==> src/rtl/mseq_pkg.sv <==
// Shared types and constants for the LDM/STM/PUSH/POP micro-sequencer.
package mseq_pkg;

    typedef enum logic [1:0] {
        OP_STM  = 2'd0,
        OP_LDM  = 2'd1,
        OP_PUSH = 2'd2,
        OP_POP  = 2'd3
    } mseq_op_t;

    typedef enum logic [1:0] {
        ST_IDLE  = 2'd0,
        ST_ISSUE = 2'd1,
        ST_DRAIN = 2'd2
    } mseq_state_t;

    localparam logic [6:0] OPC_STORE_MULTIPLE = 7'b1100_000;
    localparam logic [6:0] OPC_LOAD_MULTIPLE  = 7'b1100_100;
    localparam logic [3:0] LR_IDX = 4'd14;
    localparam logic [3:0] PC_IDX = 4'd15;

    function automatic logic is_load(input mseq_op_t o);
        return (o == OP_LDM) || (o == OP_POP);
    endfunction

endpackage

==> src/rtl/lowest_set_bit.sv <==
// Priority encoder: position of the lowest set bit of a 9-bit register mask.
module lowest_set_bit (
    input  logic [8:0] mask_i,
    output logic [3:0] idx_o,
    output logic       valid_o
);

    always_comb begin
        idx_o   = '0;
        valid_o = 1'b0;
        // Scan downwards so the lowest set bit is the last one to win.
        for (int k = 8; k >= 0; k--) begin
            if (mask_i[k]) begin
                idx_o   = 4'(k);
                valid_o = 1'b1;
            end
        end
    end

endmodule

==> src/rtl/ldm_stm_sequencer.sv <==
// Multi-register load/store sequencer: one data_mem word access per listed register,
// pipelined load writeback, and a single base/SP writeback on completion.
module ldm_stm_sequencer
    import mseq_pkg::*;
#(
    parameter int unsigned ADDR_STEP = 4,
    parameter int unsigned SP_IDX    = 13
) (
    input  logic        clk,
    input  logic        rst_n,
    input  logic        start,
    input  logic [1:0]  op,
    input  logic [3:0]  base_idx,
    input  logic [31:0] base_addr,
    input  logic [8:0]  reg_list,
    input  logic        wb_en,
    output logic [3:0]  rf_rd_idx,
    input  logic [31:0] rf_rd_data,
    output logic        rf_wr_en,
    output logic [3:0]  rf_wr_idx,
    output logic [31:0] rf_wr_data,
    output logic [6:0]  mem_opcode,
    output logic [31:0] mem_addr,
    output logic        mem_write_en,
    output logic [31:0] mem_wdata,
    input  logic [31:0] mem_rdata,
    output logic        base_wr_en,
    output logic [3:0]  base_wr_idx,
    output logic [31:0] base_wr_data,
    output logic        busy,
    output logic        done
);

    localparam logic [31:0] STEP   = 32'(ADDR_STEP);
    localparam logic [3:0]  SP_REG = 4'(SP_IDX);

    mseq_state_t state_q;
    mseq_op_t    op_q;
    logic [8:0]  mask_q;
    logic [31:0] addr_q;
    logic        ld_pend_q;
    logic [3:0]  ld_idx_q;
    logic        wb_en_q;
    logic [3:0]  wb_idx_q;
    logic [31:0] wb_data_q;

    mseq_op_t    op_in;
    logic [3:0]  n_regs;
    logic [31:0] span;
    logic [31:0] start_addr;
    logic [31:0] new_base;
    logic        base_in_list;
    logic        wb_req;
    logic [3:0]  lsb_pos;
    logic        lsb_valid;
    logic [3:0]  cur_reg;
    logic [8:0]  mask_d;
    logic        issuing;

    assign op_in = mseq_op_t'(op);

    always_comb begin
        n_regs = '0;
        for (int k = 0; k < 9; k++) begin
            n_regs = n_regs + {3'd0, reg_list[k]};
        end
    end

    assign span       = STEP * {28'd0, n_regs};
    assign start_addr = (op_in == OP_PUSH) ? (base_addr - span) : base_addr;
    assign new_base   = (op_in == OP_PUSH) ? start_addr : (base_addr + span);

    // Only r0..r7 can appear in an LDM list, so a high base index never self-loads.
    assign base_in_list = !base_idx[3] && reg_list[base_idx[2:0]];
    assign wb_req       = op_in[1] || (wb_en && !((op_in == OP_LDM) && base_in_list));

    lowest_set_bit u_lsb (
        .mask_i  (mask_q),
        .idx_o   (lsb_pos),
        .valid_o (lsb_valid)
    );

    assign cur_reg = (lsb_pos == 4'd8) ? ((op_q == OP_POP) ? PC_IDX : LR_IDX) : lsb_pos;
    assign mask_d  = mask_q & (mask_q - 9'd1);
    assign issuing = (state_q == ST_ISSUE) && lsb_valid;

    always_ff @(posedge clk or negedge rst_n) begin
        if (!rst_n) begin
            state_q   <= ST_IDLE;
            op_q      <= OP_STM;
            mask_q    <= '0;
            addr_q    <= '0;
            ld_pend_q <= 1'b0;
            ld_idx_q  <= '0;
            wb_en_q   <= 1'b0;
            wb_idx_q  <= '0;
            wb_data_q <= '0;
        end else begin
            ld_pend_q <= issuing && is_load(op_q);
            ld_idx_q  <= cur_reg;
            case (state_q)
                ST_IDLE: begin
                    if (start) begin
                        op_q      <= op_in;
                        mask_q    <= reg_list;
                        addr_q    <= start_addr;
                        wb_en_q   <= wb_req && (reg_list != 9'd0);
                        wb_idx_q  <= op_in[1] ? SP_REG : base_idx;
                        wb_data_q <= new_base;
                        state_q   <= (reg_list != 9'd0) ? ST_ISSUE : ST_DRAIN;
                    end
                end
                ST_ISSUE: begin
                    addr_q <= addr_q + STEP;
                    mask_q <= mask_d;
                    if (mask_d == 9'd0) begin
                        state_q <= ST_DRAIN;
                    end
                end
                ST_DRAIN: begin
                    wb_en_q <= 1'b0;
                    state_q <= ST_IDLE;
                end
                default: state_q <= ST_IDLE;
            endcase
        end
    end

    // Opcode is presented from the accept cycle so data_mem has its access size ready.
    always_comb begin
        mem_opcode = '0;
        if (state_q != ST_IDLE) begin
            mem_opcode = is_load(op_q) ? OPC_LOAD_MULTIPLE : OPC_STORE_MULTIPLE;
        end else if (start) begin
            mem_opcode = is_load(op_in) ? OPC_LOAD_MULTIPLE : OPC_STORE_MULTIPLE;
        end
    end

    always_comb begin
        busy         = (state_q != ST_IDLE);
        done         = (state_q == ST_DRAIN);
        mem_addr     = issuing ? addr_q : '0;
        mem_write_en = issuing && !is_load(op_q);
        rf_rd_idx    = mem_write_en ? cur_reg : '0;
        mem_wdata    = mem_write_en ? rf_rd_data : '0;
        rf_wr_en     = ld_pend_q;
        rf_wr_idx    = ld_pend_q ? ld_idx_q : '0;
        rf_wr_data   = ld_pend_q ? mem_rdata : '0;
        base_wr_en   = done && wb_en_q;
        base_wr_idx  = base_wr_en ? wb_idx_q : '0;
        base_wr_data = base_wr_en ? wb_data_q : '0;
    end

endmodule

==> config.mk <==
export PLATFORM = sky130hd
export DESIGN_NAME = ldm_stm_sequencer
export DESIGN_NICKNAME = d
export VERILOG_FILES = /design/src/rtl/mseq_pkg.sv /design/src/rtl/lowest_set_bit.sv /design/src/rtl/ldm_stm_sequencer.sv
export SDC_FILE = /design/constraint.sdc
export NUM_CORES = 1
export LEC_CHECK = 0
export CORE_ASPECT_RATIO = 2
export CORE_MARGIN = 2
export CORE_UTILIZATION = 34
export DETAILED_ROUTE_END_ITERATION = 10
export GPL_ROUTABILITY_DRIVEN = 0
export GPL_TIMING_DRIVEN = 0
export PLACE_DENSITY_LB_ADDON = 0.08
export SETUP_SLACK_MARGIN = 0.15
export SLEW_MARGIN = 10
export SYNTH_ARGS = -nofsm -noshare
export SYNTH_HDL_FRONTEND = slang
export SYNTH_HIERARCHICAL = 1
export SYNTH_SLANG_ARGS = --single-unit
==> constraint.sdc <==
create_clock -name clk -period 4.4 [get_ports clk]
set_clock_uncertainty 0.15 [all_clocks]
set_input_delay 0.88 -clock clk [delete_from_list [all_inputs] [get_ports clk]]
set_output_delay 0.88 -clock clk [all_outputs]
set_load 0.005 [all_outputs]
==> out/qor.txt, run 1 <==
Crit path arrival time: 5.30 ns
Power Dens Cells: 554 nW/um2
first-pass GRT wire length: 46.6 mm
share of layout cells above drive strength 1: 0.182
RSZ-0062 raised after global routing: true
Sink Count: 87
critical path launch point type: primary input
Reg clk slew, reported paths: 0.07 ns
DP HPWL: 24.5 mm
full die area: 22200 um2
initial antenna violation count: 1
headroom to the max-slew limit: 0.191
CP endpoint kind: flop
Mapped Cells: 896
final hold violation count: 0
fmax: 193 MHz
vias in the first global route: 8060
DRT iter0 DRCs: 575
largest net degree at the start of global routing: 51
Pre-antenna DRT Iters: 5
Pwr Total: 6.55 mW
clock root buffer: clkbuf_16
critical path required time: 4.52 ns
# setup viols final: 55
CTS Buffer Depth: 2
status: complete, but fails checks
fillcell total: 1916
Setup TNS: -32.29 ns
vias: 8193
clk_lat worst skew: 0.36 ns
FP Rows: 75
Cell variety after synth: 75
starting density of the core: 0.343
Sequential cell area: 2180 um2
GRT Total Usage: 0.277
Slew @ Worst Pin: 1.20 ns
final period utilization: 1.18
Post-synth ARST share: 1.00
post-synthesis cell area: 7140 um2
total CTS buffers: 9
type of the most critical hold path: reg -> reg
Setup CP Type: in -> reg
global route overflow: 0
Max Transition Viols Final: 0
failing checks: negative setup slack
Avg Cell Area, Syn: 7.97 um2
design area: 11800 um2
Multi-input gate area: 5510 um2
dominant synthesized flop cell: dfrtp_1
Buffers on Ports: 251
per-cell routed wire length: 21.8 um
Post-layout nets: 1341
synth warn: 6
Hold Slack: 0.318 ns
core area: 20800 um2
ANT nets after route: 0
min cycle time layout: 5.18 ns
CP Max Fanout: 3
Die Wd: 106 um
max_cap viols: 0
Leakage: 4.76 nW
CTS tree: yes
die height: 209 um
drt total wl: 32.3 mm
Setup WS post-layout: -0.779 ns
VDD IR-drop max: 0.258 mV
I/O Pins: 267
Syn-to-layout area delta: 65.9%
Vias per Instance: 5.53
drc violations: 0
DP Area: 10200 um2
htree depth: 3
Post-synth EDFFs: 0
Seq/Total Area, Yosys: 0.305
post-synthesis register bit count: 87
==> critical path: stages <==
cell	delay, ns
buf_8	0.09
inv_4	0.03
fa_1	0.54
fa_1	0.44
fa_1	0.47
fa_2	0.37
fa_2	0.36
xnor2_2	0.15
ha_1	0.29
buf_6	0.12
nand2b_4	0.13
a21oi_4	0.06
or4b_4	0.52
or3_4	0.38
xor2_4	0.19
a221oi_2	0.27
==> cell usage after synthesis, drive strengths merged (5+ instances only) <==
library cell  instances  share of area
nand2                91          0.048
and2                 77          0.067
nand2b               10         0.0088
a32oi                 6         0.0074
and3                 80          0.070
nand3                16          0.011
ha                   13          0.023
o21ai                59          0.042
o32ai                 5         0.0082
nand3b                5         0.0053
o21bai                6         0.0063
or3                   7         0.0061
dfrtp                87           0.31
xnor2                29          0.036
clkbuf               63          0.033
nor3                 19          0.013
a211oi                9          0.010
nor2                 42          0.022
or4                   5         0.0053
inv                  34          0.018
nor4                 13          0.013
o21a                  6         0.0063
or2                   9         0.0079
a31oi                 6         0.0053
buf                  11          0.011
xor2                 29          0.036
a21oi                48          0.034
and4                  6         0.0074
nand4                10         0.0088
nor2b                11         0.0096
fa                    7          0.020
o22ai                12          0.011
==> power breakdown <==
part	internal, mW	switching [mW]
Combinational	2.02	2.13
Sequential	1.20	0.418
Clock	0.444	0.350
Total	3.66	2.90
==> cells by family after synthesis <==
logic type / synth area share
fa+ha+maj: 0.0438
mux: 0.0151
other cells: 0.000525
simple gates: 0.315
flops: 0.305
compound gates: 0.187
buf+inv: 0.0615
xor+xnor: 0.0712
==> state kept, by name, indices dropped and copies added (netlist names) <==
signal     flops
addr_q        32
ld_idx_q       4
mask_q         9
op_q           2
rf_wr_en       1
state_q        2
wb_data_q     32
wb_en_q        1
wb_idx_q       4
==> per-stage QoR <==
stage               utilization  std cells  worst slack, ns
floorplan                     -        899           -0.873
global placement          0.489       1419            -1.98
detailed placement        0.491       1420            -2.04
CTS                       0.546       1460           -0.913
global route              0.568       1481           -0.898
finish                    0.568       1481           -0.779
==> repair_timing <==
item                                    CTS  global route
hold buffers                              0             0
endpoints found under the setup margin   66            98
gates cloned                              0             0
pin swaps                                63            42
setup buffers                            24            20
resized for setup                       143            61
==> layer usage <==
metal / global-route usage / wire length [um] / vias to the layer above
met5: 0 / 0 / -
met4: 0.175 / 2250 / 0
met3: 0.0555 / 2230 / 99
met2: 0.535 / 17600 / 396
met1: 0.256 / 10200 / 3928
li1: - / - / 3770
==> path summary, 6_finish.rpt <==
| kind | startpoint | endpoint | slack, ns | cells after the start |
|---|---|---|---|---|
| worst max-delay path | reg_list[3] | addr_q[10]$_DFFE_PN0P_ | -0.78 | 16 |
| worst min-delay path | wb_data_q[1]$_DFFE_PN0P_ | wb_data_q[1]$_DFFE_PN0P_ | 0.32 | 2 |
| worst max register to register | addr_q[8]$_DFFE_PN0P_ | addr_q[31]$_DFFE_PN0P_ | 1.19 | 7 |
| worst min register to register | wb_data_q[1]$_DFFE_PN0P_ | wb_data_q[1]$_DFFE_PN0P_ | 0.32 | 2 |
| max in group asynchronous | rst_n | addr_q[22]$_DFFE_PN0P_ | 3.09 | 2 |
| min in group asynchronous | rst_n | wb_data_q[30]$_DFFE_PN0P_ | 0.34 | 1 |
==> layout by cell type, fill, tap and decap left out, types with 13 or more instances in the layout <==
cell type	synthesis	layout
clkdlybuf4s50_1	0	246
dfrtp_1	87	87
clkbuf_1	63	61
inv_1	34	28
nor3_1	19	13
nor2_1	42	31
o21ai_1	5	30
buf_6	1	27
xnor2_2	0	18
a21oi_1	48	38
and3_1	80	80
and2_1	77	77
buf_4	6	23
nand2_1	91	82
nand3_1	16	13
xor2_1	29	17
o21ai_0	52	27
==> area by class of cell <==
cell class,count,area share
Antenna cell,1,0.000211
Buffer,74,0.0286
Clock buffer,10,0.0193
Clock inverter,6,0.00592
Inverter,34,0.0123
Multi-Input combinational cell,704,0.465
Sequential cell,87,0.184
Tap cell,269,0.0284
Timing Repair Buffer,296,0.256
Note: power is estimated with default switching activity, not from simulation.
==> run 2, diff against run 1 <==
Settings changed: GPL_TIMING_DRIVEN 0 to default.
==> run 2 against run 1 <==
  * The flow still finishes with violations (negative setup slack)
  * Largest power group unchanged
  * Global-route usage shrank 1.3 points
  * Critical path depth is 2 higher
  * Sequential share of layout area is 0.21 points higher
  * Final cell count shrank 0.27%
  * Total power decreased by 1.5%
  * Register-to-register slack improved by 0.66 ns
  * Highest routed layer unchanged
==> out/qor.txt, run 2 (synthesis gave the netlist of run 1 again) <==
status: complete, but fails checks
failing checks: negative setup slack
Reg clk slew, reported paths: 0.06 ns (about the same)
ant diodes: 0 (-1)
worst path cell trace: buf_6 > buf_6 > inv_12 > fa_1 > fa_1 > fa_1 > fa_2 > fa_2 > inv_2 > ha_4 > or2_4 > a221oi_4 > buf_6 > a211oi_4 > buf_4 > a22o_1 > xnor2_1 > o21ai_1
global route overflow: 0 (unchanged)
Post-layout nets: 1338 (-0.22%)
Placed Cells: 1440 (+1.4%)
WP buf/inv: 6 (+3)
Hold Path Cell Cnt: 2 (unchanged)
Worst path slowest cell: fa_2
fillcell total: 2010 (+4.9%)
die height: 209 um (unchanged)
full die area: 22200 um2 (unchanged)
CTS tree: yes
setup slack, reg-to-reg: 1.85 ns (+0.66 ns)
vias: 8025 (-2.1%)
Crit path arrival time: 5.26 ns (-0.04 ns)
largest net degree at the start of global routing: 75 (+47%)
final hold violation count: 0 (unchanged)
# setup viols final: 56 (+1.8%)
r2r worst-path depth: 8 (+1)
drt total wl: 30.4 mm (-5.9%)
hold path start: wb_idx_q[0]$_DFFE_PN0P_
most frequent cells in the layout: clkdlybuf4s50_1, dfrtp_1, nand2_1
Die Wd: 106 um (unchanged)
post-layout util: 0.562 (-0.00631)
first-pass GRT wire length: 44.6 mm (-4.3%)
FP Rows: 75 (unchanged)
crit-path max cell delay: 0.60 ns (+0.06 ns)
DP Area: 10600 um2 (+4.1%)
htree depth: 3 (unchanged)
Syn-to-layout area delta: 64.0%
Setup WS post-layout: -0.774 ns (+0.00553 ns)
delay-heaviest family, CP: adder cells
max_cap viols: 0 (unchanged)
Worst Hold End: wb_idx_q[0]$_DFFE_PN0P_
ANT nets after route: 0 (unchanged)
initial antenna violation count: 0 (-1)
design area: 11700 um2 (-1.1%)
RSZ-0062 raised after global routing: true
DRT iter0 DRCs: 376 (-35%)
commonest non-fill, non-tap cell in the layout: clkdlybuf4s50_1
Pre-antenna DRT Iters: 5 (unchanged)
Pwr Total: 6.46 mW (-1.5%)
CP endpoint kind: flop
vias in the first global route: 7843 (-2.7%)
fmax: 193 MHz (+0.11%)
Sink Count: 87 (unchanged)
worst r2r src: state_q[0]$_DFFE_PN0P_
DP HPWL: 23.3 mm (-4.9%)
type of the most critical hold path: reg -> reg
Hold Buf Count CTS: 0 (unchanged)
starting density of the core: 0.343 (unchanged)
drc violations: 0 (unchanged)
final period utilization: 1.18 (-0.00126)
I/O Pins: 267 (unchanged)
non-filler instance count after layout: 1477 (-0.27%)
per-cell routed wire length: 20.6 um (-5.7%)
Slew @ Worst Pin: 1.07 ns (-0.133 ns)
top flop regs: addr_q: 32 flops, wb_data_q: 32 flops, mask_q: 9 flops
Power Dens Cells: 552 nW/um2 (-0.36%)
reg2reg end: wb_data_q[29]$_DFFE_PN0P_
critical path launch point type: primary input
critical path required time: 4.49 ns (-0.03 ns)
Leakage: 4.87 nW (+2.2%)
Setup CP Type: in -> reg
Buffers on Ports: 262 (+4.4%)
CP Max Fanout: 8 (+5)
total CTS buffers: 9 (unchanged)
Vias per Instance: 5.43 (-1.8%)
clk_lat worst skew: 0.35 ns (about the same)
headroom to the max-slew limit: 0.287 (+0.0962)
min cycle time layout: 5.17 ns (-0.00553 ns)
GRT Total Usage: 0.265 (-0.0125)
share of layout cells above drive strength 1: 0.201 (+0.0195)
CTS Buffer Depth: 2 (unchanged)
core area: 20800 um2 (unchanged)
Max Transition Viols Final: 0 (unchanged)
clock root buffer: clkbuf_16
VDD IR-drop max: 0.256 mV (-0.82%)
run 2: cell types whose count changed in the layout (fill, tap and decap cells not counted), sizes merged:
cell and delta:
buf +47, bufinv +1, clkbuf -60, clkdlybuf4s50 +12, clkinv +1, clkinvlp -2
diode -1, dlygate4sd2 -1, inv -1
run 2: how the worst max path moves through the flow:
stage | from | to | cells after the start
2_1_floorplan | reg_list[0] | addr_q[10]$_DFFE_PN0P_ | 15
3_3_place_gp | reg_list[0] | addr_q[20]$_DFFE_PN0P_ | 18
3_5_place_dp | reg_list[0] | addr_q[10]$_DFFE_PN0P_ | 17
4_1_cts | reg_list[0] | addr_q[10]$_DFFE_PN0P_ | 15
5_1_grt | reg_list[0] | wb_data_q[21]$_DFFE_PN0P_ | 18
6_report | reg_list[0] | wb_data_q[21]$_DFFE_PN0P_ | 18
run 2: layout make-up:
cell class / count / area [um2] / share of cell area
well taps: 269 / 337 / 0.0288
clock inverters: 5 / 81.3 / 0.00695
repair buffers: 367 / 3530 / 0.301
inverters: 34 / 145 / 0.0124
flip-flops and latches: 87 / 2180 / 0.186
clock buffers: 11 / 243 / 0.0207
multi-input cells: 704 / 5200 / 0.444
run 2: power breakdown:
part | switching (mW) | leakage (nW) | total [mW] | internal, mW
clock network | 0.337 | 0.156 | 0.850 | 0.514
registers | 0.493 | 1.05 | 1.69 | 1.20
logic | 1.89 | 3.66 | 3.92 | 2.03
total | 2.72 | 4.87 | 6.46 | 3.74
run 2: per-layer routing:
metal	routed length (um)	GRT usage	share of wire
met1	9590	0.245	0.32
met2	16900	0.518	0.56
met3	1790	0.0427	0.059
met4	2090	0.166	0.069
met5	0	0	0
run 2: repair_timing:
item                                    4_1_cts  5_1_grt
buffers inserted                             17        4
endpoints found under the setup margin       59       60
gates resized for setup                      89       48
pin swaps                                    40       46
endpoints found under the hold margin         0        0
run 2: worst register-to-register path, delay by kind of cell (launching register included):
family          cells  cell delay [ns]
compound gates      1             0.07
simple gates        4             0.81
flops               1             0.36
buf+inv             3             1.03
run 2: stage by stage:
| step | setup WS (ns) | hold WS, ns | setup TNS, ns |
|---|---|---|---|
| global route | -0.887 | 0.337 | -39.52 |
| floorplan | -0.873 | 0.281 | -27.97 |
| finish | -0.774 | 0.311 | -33.44 |
| CTS | -0.881 | 0.314 | -41.66 |
| detailed placement | -1.63 | 0.301 | -83.24 |
| global placement | -1.60 | 0.294 | -81.25 |
==> run 3, diff against run 2 <==
Settings changed: GPL_ROUTABILITY_DRIVEN 0 to default, SYNTH_HIERARCHICAL 1 to default.
==> run 3 against run 2 <==
  * The flow still finishes with violations (negative setup slack)
  * Final cell count down 1.9%
  * Sequential power down 3%
  * Wire length down 12%
  * Via count down 6.1%
  * Critical path depth down 2
  * Sequential cell count unchanged
  * Die area down 2.1%
  * Critical path type unchanged
  * Critical endpoint is now wb_data_q[29]$_DFFE_PN0P_
  * Highest routed layer unchanged
==> out/qor.txt, run 3 <==
largest net degree at the start of global routing: 66 (-12%)
clk_lat worst skew: 0.36 ns (about the same)
hold path start: wb_idx_q[2]$_DFFE_PN0P_
RSZ-0062 raised after global routing: true
starting density of the core: 0.344 (+0.00186)
Crit path arrival time: 5.08 ns (-0.18 ns)
design area: 11500 um2 (-1.7%)
gpl congestion: 0.855
critical path required time: 4.49 ns (about the same)
total CTS buffers: 9 (unchanged)
top cell type by total area after synthesis: dfrtp_1
share of layout cells above drive strength 1: 0.189 (-0.0118)
I/O Pins: 267 (unchanged)
CTS tree: yes
dominant synthesized flop cell: dfrtp_1
CP dominant cell by count: fa_1
status: complete, but fails checks
Buffers on Ports: 262 (unchanged)
ant diodes: 0 (unchanged)
post-synth top area share: 0.312 (+0.00667)
Leakage: 4.73 nW (-2.9%)
Reg clk slew, reported paths: 0.06 ns (about the same)
DRT iter0 DRCs: 481 (+28%)
fmax: 200 MHz (+3.7%)
min cycle time layout: 4.99 ns (-0.183 ns)
GRT Total Usage: 0.237 (-0.0275)
synth top area cells: dfrtp_1, and2_1, nand2_1
htree depth: 3 (unchanged)
synth warn: 0 (-6)
Syn-to-layout area delta: 64.8%
Hold Buf Count CTS: 0 (unchanged)
global route overflow: 0 (unchanged)
Seq/Total Area, Yosys: 0.312 (+0.00667)
drc violations: 0 (unchanged)
post-synthesis register bit count: 87 (unchanged)
post-synthesis cell area: 6980 um2 (-2.1%)
Commonest cells post-synth: and2_1, nand2_1, dfrtp_1
final period utilization: 1.13 (-0.0415)
CP Launch Point: reg_list[0]
max_cap viols: 0 (unchanged)
Worst path slowest cell: fa_1
Setup WS post-layout: -0.591 ns (+0.183 ns)
critical path launch point type: primary input
# setup viols final: 54 (-3.6%)
clock root buffer: clkbuf_16
CP Max Fanout: 7 (-1)
per-cell routed wire length: 18.6 um (-9.9%)
commonest non-fill, non-tap cell in the layout: clkdlybuf4s50_1
Vias per Instance: 5.20 (-4.3%)
Die Wd: 105 um (-1.0%)
die height: 207 um (-1.1%)
Post-synth ARST share: 1.00 (unchanged)
post-layout util: 0.568 (+0.00583)
first-pass GRT wire length: 40.2 mm (-10%)
Mapped Cells: 882 (-1.6%)
FP Rows: 74 (-1.3%)
worst r2r src: addr_q[9]$_DFFE_PN0P_
VDD IR-drop max: 0.306 mV (+20%)
top flop regs: addr_q: 32 flops, wb_data_q: 32 flops, mask_q: 9 flops
full die area: 21800 um2 (-2.1%)
Sink Count: 87 (unchanged)
Post-synth EDFFs: 0 (unchanged)
most frequent cells in the layout: clkdlybuf4s50_1, and2_1, nand2_1
Avg Cell Area, Syn: 7.92 um2 (-0.59%)
type of the most critical hold path: reg -> reg
ANT nets after route: 0 (unchanged)
Slew @ Worst Pin: 0.943 ns (-0.126 ns)
Max Transition Viols Final: 0 (unchanged)
Setup CP Type: in -> reg
CTS Buffer Depth: 2 (unchanged)
vias: 7532 (-6.1%)
core area: 20300 um2 (-2.7%)
CP endpoint kind: flop
DP HPWL: 20.2 mm (-13%)
Cell variety after synth: 69 (-8.0%)
Pre-antenna DRT Iters: 5 (unchanged)
most numerous cell in the Yosys netlist: and2_1
Post-layout nets: 1313 (-1.9%)
final hold violation count: 0 (unchanged)
initial antenna violation count: 0 (unchanged)
non-filler instance count after layout: 1449 (-1.9%)
crit-path max cell delay: 0.54 ns (-0.06 ns)
headroom to the max-slew limit: 0.371 (+0.0843)
worst path cell trace: buf_12 > inv_12 > fa_1 > fa_1 > fa_1 > fa_2 > fa_2 > xnor2_4 > ha_4 > or3_4 > a31oi_4 > buf_12 > nand4b_1 > o22a_1 > xor2_1 > o21ai_1
Placed Cells: 1411 (-2.0%)
drt total wl: 26.9 mm (-12%)
Power Dens Cells: 550 nW/um2 (-0.39%)
DP Area: 10400 um2 (-2.3%)
failing checks: negative setup slack
vias in the first global route: 7420 (-5.4%)
run 3: cell count changes after synthesis, sizes merged, moves of 6 or more:
cell	previous run	this run
and3	80	48
nor2	42	48
a21oi	48	42
nand2	91	102
or3	7	13
and2	77	107
xor2	29	21
a31oi	6	13
or2	9	3
run 3: routing by layer:
layer	GRT usage	routed length (um)
met4	0.0981	851
met3	0.0355	1350
met5	0	0
met1	0.251	9860
met2	0.460	14800
run 3: path summary, 6_finish.rpt:
check,endpoint,slack (ns),depth (start not counted)
max,wb_data_q[29]$_DFFE_PN0P_,-0.59,16
max reg2reg,addr_q[28]$_DFFE_PN0P_,1.80,6
max in group asynchronous,wb_data_q[27]$_DFFE_PN0P_,2.83,2
min reg2reg,wb_idx_q[2]$_DFFE_PN0P_,0.31,2
min in group asynchronous,wb_data_q[6]$_DFFE_PN0P_,0.51,1
min,wb_idx_q[2]$_DFFE_PN0P_,0.31,2
run 3: cell type report:
class / count / area (um2)
tap: 266 / 333
inverter: 37 / 155
clock inverter: 4 / 77.6
multi-input combinational: 692 / 5060
timing repair buffer: 350 / 3440
fill: 1874 / 8760
sequential: 87 / 2180
clock buffer: 12 / 256
timing repair inverter: 1 / 7.51
run 3: cells by family (layout without fill, tap and decap cells):
| logic type | Yosys count | count (layout) | share of synthesized area |
|---|---|---|---|
| other | 1 | 4 | 0.000537 |
| DFF | 87 | 87 | 0.312 |
| adders and majority gates | 21 | 21 | 0.0448 |
| and+or+nand+nor | 416 | 416 | 0.327 |
| buffers and inverters | 106 | 404 | 0.0618 |
| AOI/OAI and AO/OA | 186 | 186 | 0.166 |
| xor gates and xnor gates | 54 | 54 | 0.0677 |
| muxes | 11 | 11 | 0.0202 |
run 3: through the flow:
stage               TNS [ns]  power [mW]  worst slack [ns]  hold WS [ns]
finish                -25.12        6.33            -0.591         0.306
global route          -32.02        6.77            -0.734         0.331
CTS                   -31.71        6.18            -0.713         0.316
detailed placement    -85.01        5.10             -1.66         0.301
global placement      -80.71        5.07             -1.56         0.292
floorplan             -28.46        3.32            -0.754         0.281
run 3: power by group:
part           internal [mW]  switching, mW
Clock                  0.532          0.352
Combinational           1.99           1.81
Sequential              1.20          0.444
Total                   3.72           2.61
run 3: what timing repair did:
item	4_1_cts	5_1_grt
gates resized for setup	89	60
pin swaps	42	50
setup endpoints to repair	93	92
endpoints found under the hold margin	0	0
cloned	0	1
setup buffers	6	15
run 3: worst max-delay path, delay by kind of cell:
kind / cells / cell delay [ns]
buffers and inverters: 3 / 0.28
xor gates and xnor gates: 2 / 0.35
AOI/OAI and AO/OA: 3 / 0.45
and+or+nand+nor: 2 / 0.65
adders and majority gates: 6 / 2.47
